### src/rtl/axil_cmd_master_pkg.sv
// ============================================================================
// Module   : axil_cmd_master_pkg
// Brief    : Shared AXI4-Lite response codes and state encoding for
//            axil_cmd_master.
// Revision : 1.0 - initial release
// ============================================================================
`default_nettype none

package axil_cmd_master_pkg;

    localparam logic [1:0] RESP_OKAY   = 2'b00;
    localparam logic [1:0] RESP_EXOKAY = 2'b01;
    localparam logic [1:0] RESP_SLVERR = 2'b10;
    localparam logic [1:0] RESP_DECERR = 2'b11;

    typedef enum logic [2:0] {
        ST_IDLE         = 3'd0,
        ST_WR_ADDR_DATA = 3'd1,
        ST_WR_RESP      = 3'd2,
        ST_RD_ADDR      = 3'd3,
        ST_RD_DATA      = 3'd4,
        ST_RSP          = 3'd5
    } state_t;

endpackage

`default_nettype wire

### src/rtl/axil_cmd_master.sv
// ============================================================================
// Module   : axil_cmd_master
// Brief    : Single-outstanding AXI4-Lite master driven by a valid/ready
//            command stream; completions return on a valid/ready stream.
// Revision : 1.0 - initial release
// ============================================================================
`default_nettype none

module axil_cmd_master
    import axil_cmd_master_pkg::*;
#(
    parameter int         DATA_WIDTH = 32,
    parameter int         ADDR_WIDTH = 16,
    parameter int         STRB_WIDTH = DATA_WIDTH / 8,
    parameter logic [2:0] PROT       = 3'b000
) (
    input  logic                  clk,
    input  logic                  rst,

    input  logic                  cmd_valid,
    output logic                  cmd_ready,
    input  logic                  cmd_write,
    input  logic [ADDR_WIDTH-1:0] cmd_addr,
    input  logic [DATA_WIDTH-1:0] cmd_wdata,
    input  logic [STRB_WIDTH-1:0] cmd_wstrb,

    output logic                  rsp_valid,
    input  logic                  rsp_ready,
    output logic                  rsp_write,
    output logic [DATA_WIDTH-1:0] rsp_rdata,
    output logic [1:0]            rsp_resp,

    output logic [ADDR_WIDTH-1:0] m_axil_awaddr,
    output logic [2:0]            m_axil_awprot,
    output logic                  m_axil_awvalid,
    input  logic                  m_axil_awready,

    output logic [DATA_WIDTH-1:0] m_axil_wdata,
    output logic [STRB_WIDTH-1:0] m_axil_wstrb,
    output logic                  m_axil_wvalid,
    input  logic                  m_axil_wready,

    input  logic [1:0]            m_axil_bresp,
    input  logic                  m_axil_bvalid,
    output logic                  m_axil_bready,

    output logic [ADDR_WIDTH-1:0] m_axil_araddr,
    output logic [2:0]            m_axil_arprot,
    output logic                  m_axil_arvalid,
    input  logic                  m_axil_arready,

    input  logic [DATA_WIDTH-1:0] m_axil_rdata,
    input  logic [1:0]            m_axil_rresp,
    input  logic                  m_axil_rvalid,
    output logic                  m_axil_rready
);

    state_t                  state, state_nxt;
    logic                    cmd_ready_nxt;
    logic                    awvalid_nxt, wvalid_nxt, bready_nxt;
    logic                    arvalid_nxt, rready_nxt;
    logic                    rsp_valid_nxt, rsp_write_nxt;
    logic [DATA_WIDTH-1:0]   rsp_rdata_nxt;
    logic [1:0]              rsp_resp_nxt;
    logic                    aw_done, aw_done_nxt;
    logic                    w_done, w_done_nxt;
    logic [ADDR_WIDTH-1:0]   addr_q, addr_nxt;
    logic [DATA_WIDTH-1:0]   wdata_q, wdata_nxt;
    logic [STRB_WIDTH-1:0]   wstrb_q, wstrb_nxt;

    // One address register serves both AW and AR; only one is ever valid.
    assign m_axil_awaddr = addr_q;
    assign m_axil_araddr = addr_q;
    assign m_axil_wdata  = wdata_q;
    assign m_axil_wstrb  = wstrb_q;
    assign m_axil_awprot = PROT;
    assign m_axil_arprot = PROT;

    always_comb begin
        state_nxt     = state;
        cmd_ready_nxt = cmd_ready;
        awvalid_nxt   = m_axil_awvalid;
        wvalid_nxt    = m_axil_wvalid;
        bready_nxt    = m_axil_bready;
        arvalid_nxt   = m_axil_arvalid;
        rready_nxt    = m_axil_rready;
        rsp_valid_nxt = rsp_valid;
        rsp_write_nxt = rsp_write;
        rsp_rdata_nxt = rsp_rdata;
        rsp_resp_nxt  = rsp_resp;
        aw_done_nxt   = aw_done;
        w_done_nxt    = w_done;
        addr_nxt      = addr_q;
        wdata_nxt     = wdata_q;
        wstrb_nxt     = wstrb_q;

        case (state)
            ST_IDLE: begin
                if (cmd_valid && cmd_ready) begin
                    cmd_ready_nxt = 1'b0;
                    addr_nxt      = cmd_addr;
                    wdata_nxt     = cmd_wdata;
                    wstrb_nxt     = cmd_wstrb;
                    if (cmd_write) begin
                        awvalid_nxt = 1'b1;
                        wvalid_nxt  = 1'b1;
                        aw_done_nxt = 1'b0;
                        w_done_nxt  = 1'b0;
                        state_nxt   = ST_WR_ADDR_DATA;
                    end else begin
                        arvalid_nxt = 1'b1;
                        state_nxt   = ST_RD_ADDR;
                    end
                end
            end

            // AW and W complete independently; move on once both are done.
            ST_WR_ADDR_DATA: begin
                if (m_axil_awvalid && m_axil_awready) begin
                    awvalid_nxt = 1'b0;
                    aw_done_nxt = 1'b1;
                end
                if (m_axil_wvalid && m_axil_wready) begin
                    wvalid_nxt = 1'b0;
                    w_done_nxt = 1'b1;
                end
                if ((aw_done || (m_axil_awvalid && m_axil_awready)) &&
                    (w_done  || (m_axil_wvalid  && m_axil_wready))) begin
                    bready_nxt = 1'b1;
                    state_nxt  = ST_WR_RESP;
                end
            end

            ST_WR_RESP: begin
                if (m_axil_bvalid && m_axil_bready) begin
                    bready_nxt    = 1'b0;
                    rsp_write_nxt = 1'b1;
                    rsp_rdata_nxt = '0;
                    rsp_resp_nxt  = m_axil_bresp;
                    rsp_valid_nxt = 1'b1;
                    state_nxt     = ST_RSP;
                end
            end

            ST_RD_ADDR: begin
                if (m_axil_arvalid && m_axil_arready) begin
                    arvalid_nxt = 1'b0;
                    rready_nxt  = 1'b1;
                    state_nxt   = ST_RD_DATA;
                end
            end

            ST_RD_DATA: begin
                if (m_axil_rvalid && m_axil_rready) begin
                    rready_nxt    = 1'b0;
                    rsp_write_nxt = 1'b0;
                    rsp_rdata_nxt = m_axil_rdata;
                    rsp_resp_nxt  = m_axil_rresp;
                    rsp_valid_nxt = 1'b1;
                    state_nxt     = ST_RSP;
                end
            end

            ST_RSP: begin
                if (rsp_ready) begin
                    rsp_valid_nxt = 1'b0;
                    cmd_ready_nxt = 1'b1;
                    state_nxt     = ST_IDLE;
                end
            end

            default: begin
                state_nxt     = ST_IDLE;
                cmd_ready_nxt = 1'b1;
            end
        endcase
    end

    always_ff @(posedge clk or negedge rst) begin
        if (!rst) begin
            state          <= ST_IDLE;
            cmd_ready      <= 1'b1;
            m_axil_awvalid <= 1'b0;
            m_axil_wvalid  <= 1'b0;
            m_axil_bready  <= 1'b0;
            m_axil_arvalid <= 1'b0;
            m_axil_rready  <= 1'b0;
            rsp_valid      <= 1'b0;
            rsp_write      <= 1'b0;
            rsp_rdata      <= '0;
            rsp_resp       <= RESP_OKAY;
            aw_done        <= 1'b0;
            w_done         <= 1'b0;
            addr_q         <= '0;
            wdata_q        <= '0;
            wstrb_q        <= '0;
        end else begin
            state          <= state_nxt;
            cmd_ready      <= cmd_ready_nxt;
            m_axil_awvalid <= awvalid_nxt;
            m_axil_wvalid  <= wvalid_nxt;
            m_axil_bready  <= bready_nxt;
            m_axil_arvalid <= arvalid_nxt;
            m_axil_rready  <= rready_nxt;
            rsp_valid      <= rsp_valid_nxt;
            rsp_write      <= rsp_write_nxt;
            rsp_rdata      <= rsp_rdata_nxt;
            rsp_resp       <= rsp_resp_nxt;
            aw_done        <= aw_done_nxt;
            w_done         <= w_done_nxt;
            addr_q         <= addr_nxt;
            wdata_q        <= wdata_nxt;
            wstrb_q        <= wstrb_nxt;
        end
    end

endmodule

`default_nettype wire

### config.mk
export PLATFORM = sky130hd
export DESIGN_NAME = axil_cmd_master
export DESIGN_NICKNAME = d
export VERILOG_FILES = /design/src/rtl/axil_cmd_master_pkg.sv /design/src/rtl/axil_cmd_master.sv
export SDC_FILE = /design/constraint.sdc
export NUM_CORES = 1
export LEC_CHECK = 0
export CORE_MARGIN = 2
export CORE_UTILIZATION = 43
export CTS_CLUSTER_DIAMETER = 40
export DETAILED_ROUTE_END_ITERATION = 8
export GPL_TIMING_DRIVEN = 0
export MAX_ROUTING_LAYER = met4
export PLACE_DENSITY_LB_ADDON = 0.25
export SYNTH_ARGS = -nofsm -noshare
export SYNTH_HDL_FRONTEND = slang
export SYNTH_SLANG_ARGS = --single-unit
export TNS_END_PERCENT = 100
### constraint.sdc
create_clock -name clk -period 2.4 [get_ports clk]
set_input_delay 0.72 -clock clk [delete_from_list [all_inputs] [get_ports clk]]
set_output_delay 0.72 -clock clk [all_outputs]
set_load 0.01 [all_outputs]
==> metrics.csv, run 1 <==
metric,value,unit
outcome,"complete, no violations",
antenna_found_initial,0,
hold_class,input port to async pin,
area_growth,59.5,%
post_cts_resized,0,
period_needed,2220,ps
grt_setup_unrepaired,no,
synth_top_cells_by_count,"dfrtp_1, mux2_2, a22o_2, buf_4, nand2_1",
startpoint,cmd_ready,
finClkSkew,11.6,ps
fillers,684,
first_iter_violations,86,
yosysWarningCount,0,
grt.overflow.total,0,
cp_data_arrival_time,1500,ps
cts-buffers-inserted,9,
clk_pin_slew,100,ps
postCtsHoldBufs,0,
critPathMaxStageDelay,590,ps
synth.distinct_cells,39,
drt-pass1-iter-count,4,
cts-root-buf,clkbuf_8,
seq_area,2480,um2
die_y,102,um
rr_worst_depth,5,
finalSetupViolations,0,
die_x,102,um
period_share,0.924,
final_max_slew_viol_count,0,
relSlewSlack,0.534,
ff2ff_setup_slack,720,ps
port_buffers,207,
grt_pass1_vias,3162,
path_max_fanout,5,
powerDensity,439,nW/um2
synthTopCellsByArea,"dfrtp_1, mux2_2, a22o_2",
critical_path_class,flip-flop to primary output,
clock_latency,360,ps
yosysMostFrequentCell,dfrtp_1,
multi_input_comb_area,1320,um2
fin_util,0.711,
totalWireLength,10400,um
dominantRegCellSynth,dfrtp_1,
worstReg2RegStart,state[2],
synth_area_leader_cell,dfrtp_1,
synth_top_area_share,0.593,
die_area,10400,um2
timing.rr.end,m_axil_wdata[4],
coreArea,9280,um2
crit_chain,clkdlybuf4s50_1,
viasPerCell,4.91,
wl_per_cell,16.0,um
grt_max_degree,55,
drive_gt1_frac,0.257,
worst_slew_pin_slew,699,ps
ir_worst_vdd,0.302,mV
avgSynthCellArea,14.4,um2
post_cts_buffers,0,
crit_buf_inv,1,
synthesis.area,4140,um2
worstPathRequired,1680,ps
fmax,0.451,GHz
synthArstFlopShare,1.00,
cp_top_family,flip-flops,
drv_cap,0,
via_count,3170,
diodes,0,
dp_hpwl,8090,um
tns,0,ps
h-tree-depth,3,
ctsLongestPathBuffers,2,
yosysSeqAreaShare,0.599,
std_cell_rows,35,
grt_use_total,0.205,
drtAntennaViolNets,0,
cts_tree,yes,
power,0.00290,W
drc,0,
grt_pass1_wl,16000,um
hold_viol_final,0,
critPathLaunchType,flip-flop,
initial_utilization,0.446,
synth-edff-count,0,
cts.sinks,99,
crit_path_end_kind,primary output,
cp_slowest_cell,dfstp_2,
ioPinCount,214,
fin_nets,610,
syn_inst,288,
globalplace.congestion,0.859,
synth-seq-cells,99,
p_leak,3.04,nW
[cells by family after synthesis]
| kind of cell | synth area share |
|---|---|
| flip-flops | 0.599 |
| AO/OA/AOI/OAI | 0.120 |
| multiplexers | 0.149 |
| buffers and inverters | 0.0856 |
| AND/OR/NAND/NOR | 0.0460 |
| other | 0.000906 |
[registers in the layout (all words and copies together) (netlist names), 2 cells and up]
name and count:
m_axil_wstrb 4, rsp_resp 2, m_axil_wdata 32, m_axil_araddr 16, state 3, rsp_rdata 32
[worst max-delay path by stage]
stage / end / slack (ps) / cells after the start
after CTS: cmd_ready / 160 / 1
after global routing: cmd_ready / 130 / 1
final: cmd_ready / 180 / 1
after detailed placement: rsp_rdata[17] / 50 / 6
after floorplan: rsp_rdata[16] / 700 / 5
after global placement: m_axil_wdata[24] / -3050 / 1
[final cells by class]
cell class / count / share of cell area
timing repair buffer: 208 / 0.318
sequential: 99 / 0.375
tap: 129 / 0.0245
clock inverter: 6 / 0.00739
inverter: 6 / 0.00341
multi-input combinational: 150 / 0.201
clock buffer: 10 / 0.0208
buffer: 38 / 0.0502
[power breakdown]
part / switching, W / total, W / leakage, nW / internal [W]
clock network: 0.000597 / 0.00101 / 0.0908 / 0.000417
logic: 0.0000657 / 0.000216 / 1.58 / 0.000150
registers: 0 / 0.00167 / 1.36 / 0.00167
total: 0.000662 / 0.00290 / 3.04 / 0.00223
[per-stage QoR]
stage / cell area (um2) / setup WS (ps) / hold WS [ps] / std cells
floorplan: 4160 / 700 / 424 / 293
global placement: 6390 / -3050 / 461 / 629
detailed placement: 6410 / 54.9 / 478 / 630
CTS: 6600 / 164 / 413 / 646
global route: 6600 / 127 / 440 / 646
finish: 6600 / 181 / 395 / 646
[metal layers]
metal,vias to the layer above,global-route usage,share of wire
met5,-,-,0
met2,130,0.336,0.50
met4,0,0.0779,0.026
met3,20,0.0363,0.061
li1,1458,-,-
met1,1562,0.254,0.41
[cells in the final DEF, fill, tap and decap left out, drive strengths merged]
master           n
dfrtp           98
mux2i            3
nor2b            1
clkbuf          11
inv              8
nand3b           1
clkdlybuf4s50  206
nor3             1
a21o             2
clkinvlp         2
nand3            2
mux2            52
dfstp            1
a22oi            1
o211ai           3
nand2           11
a2bb2oi          1
and3             2
buf             39
a21boi           1
nand4b           2
a22o            32
nor3b            2
o21ai            6
a32o             2
conb             6
or2              1
o22ai            2
o21a             1
nand2b           1
clkinv           2
nor2             5
a21oi            8
a311oi           1
Note: power is estimated with default switching activity, not from simulation.
==> inputs of run 2 (changes only) <==
- CAP_MARGIN: not set -> 20
- PLACE_DENSITY: not set -> 0.85
- PLACE_DENSITY_LB_ADDON: 0.25 -> not set
==> metrics.csv, run 2 (synthesis results as in run 1) <==
metric,value,unit,change
cts_tree,yes,,
clk_pin_slew,90,ps,about the same
antenna_found_initial,0,,unchanged
period_needed,2210,ps,-9.94 ps
h-tree-depth,3,,unchanged
p_leak,3.07,nW,+0.85%
outcome,"complete, no violations",,
cts-root-buf,clkbuf_8,,
grt_pass1_wl,16000,um,-0.13%
relSlewSlack,0.562,,+0.0285
cp_top_family,flip-flops,,
grt_setup_unrepaired,no,,
final_max_slew_viol_count,0,,unchanged
period_share,0.920,,-0.00414
crit_path_end_kind,primary output,,
die_x,102,um,unchanged
post_cts_buffers,0,,unchanged
critical_path_class,flip-flop to primary output,,
crit_buf_inv,1,,unchanged
hold_viol_final,0,,unchanged
finClkSkew,17.6,ps,+6.00 ps
first_iter_violations,69,,-20%
grt.overflow.total,0,,unchanged
drtAntennaViolNets,0,,unchanged
postCtsHoldBufs,0,,unchanged
totalWireLength,10500,um,+0.92%
ff2ff_setup_slack,690,ps,-30 ps
ir_worst_vdd,0.319,mV,+5.7%
clock_latency,360,ps,about the same
die_y,102,um,unchanged
coreArea,9280,um2,unchanged
startpoint,cmd_ready,,
area_growth,60.5,%,
cts-buffers-inserted,9,,unchanged
cp_slowest_cell,dfstp_2,,
cts.sinks,99,,unchanged
initial_utilization,0.446,,unchanged
viasPerCell,4.84,,-1.3%
worstPathRequired,1680,ps,about the same
via_count,3129,,-1.3%
globalplace.congestion,0.839,,-2.4%
rr_worst_depth,7,,+2
die_area,10400,um2,unchanged
wl_per_cell,16.2,um,+0.92%
port_buffers,207,,unchanged
drc,0,,unchanged
ctsLongestPathBuffers,2,,unchanged
cp_data_arrival_time,1490,ps,about the same
std_cell_rows,35,,unchanged
fin_nets,610,,unchanged
mostFrequentLayoutCells,"clkdlybuf4s50_1, dfrtp_1, mux2_2, buf_4, a22o_2",,
worstReg2RegStart,state[1],,
crit_chain,clkdlybuf4s50_1,,
post_cts_resized,0,,unchanged
timing.rr.end,m_axil_bready,,
fillers,674,,-1.5%
grt_use_total,0.205,,-0.000243
drv_cap,0,,unchanged
critPathLaunchType,flip-flop,,
finalSetupViolations,0,,unchanged
layout_commonest_cell,clkdlybuf4s50_1,,
fmax,0.453,GHz,+0.45%
dpl_worst_slack,15.4,ps,-39.5 ps
worst_slew_pin_slew,656,ps,-42.7 ps
ioPinCount,214,,unchanged
grt_max_degree,52,,-5.5%
dp_hpwl,8170,um,+0.92%
grt_pass1_vias,3219,,+1.8%
diodes,0,,unchanged
setup_ws,191,ps,+9.93 ps
path_max_fanout,5,,unchanged
hold_class,input port to async pin,,
fin_util,0.715,,+0.00418
critPathMaxStageDelay,590,ps,about the same
powerDensity,462,nW/um2,+5.3%
drt-pass1-iter-count,4,,unchanged
drive_gt1_frac,0.257,,unchanged
-- run 2: cell count changes in the layout (fill, tap and decap cells not counted) --
cell        previous run  this run
bufinv_16              0         2
clkinv_2               1         2
clkinvlp_4             2         0
inv_8                  1         0
-- run 2: worst reg2reg max path: stages, from the launching register on --
cell      delay (ps)
dfrtp_1          380
buf_6            140
nand4b_1         190
a21o_1           200
buf_2            180
buf_2            200
o21ai_0          230
nand2_1           70
-- run 2: where the power goes --
part           switching, W  internal (W)  leakage [nW]
combinational     0.0000653      0.000150          1.58
sequential                0       0.00167          1.36
clock              0.000567      0.000618         0.117
total              0.000633       0.00243          3.07
-- run 2: how the worst max path moves through the flow --
stage,endpoint,depth (start not counted)
finish,cmd_ready,1
global route,cmd_ready,1
CTS,cmd_ready,1
detailed placement,m_axil_bready,7
global placement,m_axil_araddr[10],1
floorplan,rsp_rdata[16],5
-- run 2: through the flow --
step                      setup TNS (ps)  instance area (um2)  hold slack, ps  power [W]  cells
final                                  0                 6640             383    0.00307    646
after floorplan                        0                 4160             424    0.00172    293
after CTS                              0                 6640             404    0.00310    646
after detailed placement               0                 6410             477    0.00192    630
after global routing                   0                 6640             422    0.00319    646
after global placement           -292840                 6390             461    0.00191    629
-- run 2: metal layers --
metal	global-route usage	vias up	part of all wire
li1	-	1454	-
met1	0.233	1517	0.39
met2	0.352	140	0.52
met3	0.0547	18	0.070
met4	0.0636	0	0.023
met5	-	-	0
-- run 2: final cells by class --
class	instances	area [um2]	share of cell area
buffer	38	332	0.0499
multi-input combinational	150	1320	0.199
tap	129	161	0.0243
clock buffer	10	138	0.0207
timing repair buffer	208	2100	0.316
inverter	6	22.5	0.00339
sequential	99	2480	0.373
clock inverter	6	87.6	0.0132
